## config.mk

```make
export PLATFORM = sky130hd
export DESIGN_NAME = apb_rr_master
export DESIGN_NICKNAME = d
export VERILOG_FILES = /design/src/rtl/apb_rr_pkg.sv /design/src/rtl/apb_rr_master_rr_arb2.sv /design/src/rtl/apb_rr_master.sv
export SDC_FILE = /design/constraint.sdc
export NUM_CORES = 1
export LEC_CHECK = 0
export CELL_PAD_IN_SITES_DETAIL_PLACEMENT = 1
export CELL_PAD_IN_SITES_GLOBAL_PLACEMENT = 1
export CORE_UTILIZATION = 35
export CTS_BUF_LIST = sky130_fd_sc_hd__clkbuf_4 sky130_fd_sc_hd__clkbuf_8
export DETAILED_ROUTE_END_ITERATION = 10
export PLACE_DENSITY_LB_ADDON = 0.3
export SLEW_MARGIN = 25
export SYNTH_ARGS = -nofsm -noshare
export SYNTH_HDL_FRONTEND = slang
export SYNTH_SLANG_ARGS = --single-unit
export TNS_END_PERCENT = 20
```

## constraint.sdc

```tcl
create_clock -name pclk -period 1.85 [get_ports pclk]
set_clock_uncertainty 0.05 [all_clocks]
set_input_delay 0.2775 -clock pclk [delete_from_list [all_inputs] [get_ports pclk]]
set_output_delay 0.2775 -clock pclk [all_outputs]
set_load 0.005 [all_outputs]
```

## src/rtl/apb_rr_pkg.sv

```systemverilog
// Shared types and default sizing for the two-requester APB master slice.
package apb_rr_pkg;

  localparam int DEF_ADDR_W      = 3;
  localparam int DEF_DATA_W      = 8;
  localparam int DEF_NUM_REG     = 8;
  localparam int DEF_TIMEOUT_CYC = 15;

  typedef enum logic [1:0] {
    IDLE   = 2'd0,
    SETUP  = 2'd1,
    ACCESS = 2'd2
  } state_t;

endpackage

```

## src/rtl/apb_rr_master_rr_arb2.sv

```systemverilog
// Two-way round-robin arbiter: combinational one-hot winner, last-grant pointer
// advances whenever a strobed arbitration actually grants someone.
module rr_arb2 (
  input  logic pclk,
  input  logic preset_n,
  input  logic req0,
  input  logic req1,
  input  logic arb,
  output logic win0,
  output logic win1
);

  logic last;

  // On a tie the requester that did not win last time goes first.
  always_comb begin
    win0 = req0 && (!req1 || last);
    win1 = req1 && (!req0 || !last);
  end

  always_ff @(posedge pclk or negedge preset_n) begin
    if (!preset_n) begin
      last <= 1'b1;
    end else if (arb && (req0 || req1)) begin
      last <= win1;
    end
  end

endmodule

```

## src/rtl/apb_rr_master.sv

```systemverilog
// APB master sharing the register bank between two requesters (round-robin).
// Optional ACCESS wait-state abort is enabled by defining APB_RR_MASTER_TIMEOUT_EN.
module apb_rr_master
  import apb_rr_pkg::*;
#(
  parameter int ADDR_W  = DEF_ADDR_W,
  parameter int DATA_W  = DEF_DATA_W,
  parameter int NUM_REG = DEF_NUM_REG
`ifdef APB_RR_MASTER_TIMEOUT_EN
  , parameter int TIMEOUT_CYC = DEF_TIMEOUT_CYC
`endif
) (
  input  logic               pclk,
  input  logic               preset_n,
  input  logic               req0,
  input  logic               req1,
  input  logic               wr0,
  input  logic               wr1,
  input  logic [ADDR_W-1:0]  addr0,
  input  logic [ADDR_W-1:0]  addr1,
  input  logic [DATA_W-1:0]  wdata0,
  input  logic [DATA_W-1:0]  wdata1,
  output logic               gnt0,
  output logic               gnt1,
  output logic               done0,
  output logic               done1,
  output logic               err,
  output logic [DATA_W-1:0]  rdata,
  output logic               psel,
  output logic               penable,
  output logic               pwrite,
  output logic [NUM_REG-1:0] select_reg,
  output logic [DATA_W-1:0]  pwdata,
  input  logic [DATA_W-1:0]  prdata,
  input  logic               pready,
  input  logic               pslverr
);

  state_t state;
  logic   owner;
  logic   win0, win1;
  logic   any_req, arb, start, complete, timeout;

  // Out-of-range indices select nothing; the transfer still runs on the bus.
  function automatic logic [NUM_REG-1:0] decode(input logic [ADDR_W-1:0] a);
    logic [NUM_REG-1:0] s;
    s = '0;
    for (int i = 0; i < NUM_REG; i++) begin
      if (int'(a) == i) s[i] = 1'b1;
    end
    return s;
  endfunction

  assign any_req  = req0 | req1;
  assign complete = (state == ACCESS) && (pready || timeout);
  assign arb      = (state == IDLE) || complete;
  assign start    = arb && any_req;

  rr_arb2 u_arb (
    .pclk     (pclk),
    .preset_n (preset_n),
    .req0     (req0),
    .req1     (req1),
    .arb      (arb),
    .win0     (win0),
    .win1     (win1)
  );

`ifdef APB_RR_MASTER_TIMEOUT_EN
  logic [3:0] wait_cnt;

  // Abort on the edge where the count of pready-low ACCESS cycles reaches the limit.
  assign timeout = !pready && (wait_cnt == 4'(TIMEOUT_CYC - 1));

  always_ff @(posedge pclk or negedge preset_n) begin
    if (!preset_n) begin
      wait_cnt <= '0;
    end else if (state == SETUP) begin
      wait_cnt <= '0;
    end else if (state == ACCESS && !pready) begin
      wait_cnt <= wait_cnt + 4'd1;
    end
  end
`else
  assign timeout = 1'b0;
`endif

  always_ff @(posedge pclk or negedge preset_n) begin
    if (!preset_n) begin
      state      <= IDLE;
      owner      <= 1'b0;
      psel       <= 1'b0;
      penable    <= 1'b0;
      pwrite     <= 1'b0;
      select_reg <= '0;
      pwdata     <= '0;
      gnt0       <= 1'b0;
      gnt1       <= 1'b0;
      done0      <= 1'b0;
      done1      <= 1'b0;
      err        <= 1'b0;
      rdata      <= '0;
    end else begin
      gnt0  <= 1'b0;
      gnt1  <= 1'b0;
      done0 <= 1'b0;
      done1 <= 1'b0;

      if (complete) begin
        done0 <= !owner;
        done1 <= owner;
        err   <= pready ? pslverr : 1'b1;
        if (pready && !pwrite) rdata <= prdata;
      end

      // A new transfer may start from IDLE or directly off a completion edge.
      if (start) begin
        state      <= SETUP;
        owner      <= win1;
        psel       <= 1'b1;
        penable    <= 1'b0;
        pwrite     <= win1 ? wr1 : wr0;
        pwdata     <= win1 ? wdata1 : wdata0;
        select_reg <= decode(win1 ? addr1 : addr0);
        gnt0       <= win0;
        gnt1       <= win1;
      end else begin
        case (state)
          IDLE: ;
          SETUP: begin
            penable <= 1'b1;
            state   <= ACCESS;
          end
          ACCESS: begin
            if (complete) begin
              state      <= IDLE;
              psel       <= 1'b0;
              penable    <= 1'b0;
              select_reg <= '0;
            end
          end
          default: state <= IDLE;
        endcase
      end
    end
  end

endmodule

```

==> metrics.md <==
| Metric | Value |
|---|---|
| Post-synth EDFFs | `0` |
| Diode count | `0` |
| Vias in the first global route | `1,418` |
| Largest net degree at the start of global routing | `21` |
| Sum Neg Setup Slack | `0 ns` |
| Setup CP Type | `primary input to register` |
| Hold depth | `1` |
| Cells after Synth | `~130` |
| Mapped Area | `1770 µm²` |
| Share of synthesized registers carrying an async set or reset | `100%` |
| Worst Hold Launch | `owner` |
| Layout cells sized above 1 | `approximately a quarter` |
| Fin nets | `250` |
| FF+latch count, synth | `36` |
| Drt wl/cell | `16.0 µm` |
| RePlAce Congestion | `about 0.75` |
| Die Width | `about 73 µm` |
| IO Count | `70` |
| Leak | `1.13 nW` |
| DRC violations left | `0` |
| Sink Count | `36` |
| R2R Path Start | `state[1]` |
| Actual slew at the worst max-slew pin | `around 0.49 ns` |
| Status | `complete, no violations` |
| HP Class | `register to register` |
| Longest Clk Path Bufs | `2` |
| IO Port Bufs | `69` |
| Detailed router's first-iteration violation count | `46` |
| Hold endpoint | `done0` |
| Number of max-cap violations | `0` |
| WL final | `about 4500 µm` |
| Synth-to-layout area growth | `51.4%` |
| Unrepaired setup endpoints after global routing | `no` |
| Dpl ws | `-0.0577 ns` |
| Worst-Skew Late Latency | `0.28 ns` |
| Syn. warnings | `0` |
| Final HPWL DP | `roughly 3500 µm` |
| Final Hold Fails | `0` |
| Fin crit share | `87.2%` |
| GR Util All Layers | `18.0%` |
| Fill cells | `508` |
| Post-Syn Area per Cell | `13.3 µm²` |
| Clock root cell | `clkbuf_8` |
| Setup crit end kind | `register` |
| Startpoint Class | `primary input` |
| Critical Path AT | `1.73 ns` |
| Setup violations, final | `0` |
| Die Span Y | `73.2 µm` |
| Clock slew at reported path FFs | `0.07 ns` |
| Rel. slew slack | `67.4%` |
| Synth unique cells | `27` |
| Grt ovf | `0` |
| Minimum clock period | `between 1.5 and 2 ns` |
| CTS tree | `built` |
| Die Footprint | `5360 µm²` |
| Post-synth top cells | `dfrtp_1, mux2_2, mux2i_1, nand2_1` |
| Initial core utilization | `approximately 37%` |
| Core Area | `4790 µm²` |
| Sequential cell area fraction in the yosys report | `50.8%` |
| Primary FF master, synth | `dfrtp_1` |
| Synth Net Count | `~170` |
| Reg2reg end | `pwdata[5]` |
| Vias/cell | `4.83` |
| First-pass GRT wire length | `slightly above 7000 µm` |
| DRT Pass-1 Iters | `3` |
| Reg2reg path depth | `4` |
| Row cnt | `25` |
| Area of the multi-input gates | `791 µm²` |
| Min setup slack post-route | `between 0.2 and 0.25 ns` |
| Synth top area share | `just under 50%` |
| Antenna violations before repair | `0` |
| Cts bufs inserted | `5` |
| Most common cell in the netlist | `dfrtp_1` |
| Maximum VDD drop | `435 µV` |
| Final ANT Viol Nets | `0` |
| Setup bufs post-CTS | `0` |
| FF-to-FF setup slack | `0.33 ns` |
| Main area contributors after synthesis | `dfrtp_1, mux2_2, mux2i_1` |
| H-tree depth | `2` |
| Cell type with the highest aggregate area in the netlist | `dfrtp_1` |
| Vias | `1,353` |
| Register area | `902 µm²` |
| Pins over their slew limit | `0` |
| Peak Freq | `620 MHz` |
| Crit path max fanout | `9` |
| Pwr/cell area | `about 1300 nW/µm²` |
| Worst EP required | `1.97 ns` |
[cell usage in the layout, fill, tap and decap left out]
cell	count
buf_4	4
nor2_1	4
nor3_4	1
dfstp_2	1
nand3_1	2
a21o_1	2
o2bb2ai_1	1
o31ai_1	2
nor2_4	1
mux2_2	27
inv_1	3
a21boi_2	1
dlygate4sd3_1	1
buf_12	4
mux2_4	4
nand3b_1	6
buf_2	1
dfrtp_1	35
and2_2	1
nor2b_4	1
nor3_1	3
nand3b_4	1
nand2_1	9
clkinv_2	2
or2b_1	1
nor3b_1	6
a21oi_1	2
mux2i_1	12
and3_1	1
clkdlybuf4s50_1	68
clkbuf_8	6
[layout make-up]
| class | count | share of cell area, % |
|---|---|---|
| clock buffer | 6 | 3.07 |
| clock inverter | 2 | 0.373 |
| inverter | 3 | 0.419 |
| multi-input combinational | 88 | 29.4 |
| sequential | 36 | 33.6 |
| tap | 67 | 3.12 |
| timing repair buffer | 78 | 30.0 |
[timing repair]
item                                   CTS  global route
resized for setup                        0             0
hold buffers                             1             0
endpoints found under the hold margin   18             0
[worst max path at each step]
| stage | from | end | slack (ns) | cells after the start |
|---|---|---|---|---|
| after floorplan | u_arb.last | pwdata[0] | 0.46 | 4 |
| after global placement | req1 | pwrite | -0.007 | 5 |
| after detailed placement | pready | pwdata[5] | -0.06 | 5 |
| after CTS | pready | pwdata[5] | 0.25 | 5 |
| after global routing | req1 | pwdata[7] | 0.21 | 5 |
| final | pready | pwdata[5] | 0.24 | 5 |
[through the flow]
step | hold slack, ns | cells | instance area [µm²] | power [mW] | util, %
after floorplan | -0.0681 | 133 | 1770 | 1.98 | -
after global placement | 0.208 | 271 | 2580 | 2.76 | 54.0
after detailed placement | 0.218 | 271 | 2580 | 2.84 | 54.0
after CTS | 0.403 | 280 | 2690 | 3.44 | 56.1
after global routing | 0.431 | 280 | 2690 | 3.59 | 56.1
final | 0.394 | 280 | 2690 | 3.39 | 56.1
[logic make-up after synthesis]
kind of cell | after synthesis | share of synthesized area (%)
muxes | 43 | 27.3
and+or+nand+nor | 37 | 13.9
DFF | 36 | 50.8
buffers and inverters | 9 | 4.58
AOI/OAI and AO/OA | 8 | 3.38
[metal layers]
metal	global-route usage (%)	vias to the layer above	wire [µm]
met5	0	-	0
met4	6.32	0	95
met3	4.14	9	161
met2	32.3	31	2500
met1	20.9	688	1720
li1	-	625	-
[critical path, cell delays in order]
cell and delay, ns:
clkdlybuf4s50_1 0.62, nor2b_4 0.10, nor3_4 0.24, buf_12 0.16, mux2_2 0.34
[where the power goes]
part,switching [mW],total (mW),internal [mW]
Clock,0.280,0.577,0.297
Sequential,0.208,1.32,1.12
Combinational,0.504,1.49,0.981
Note: power is estimated with default switching activity, not from simulation.
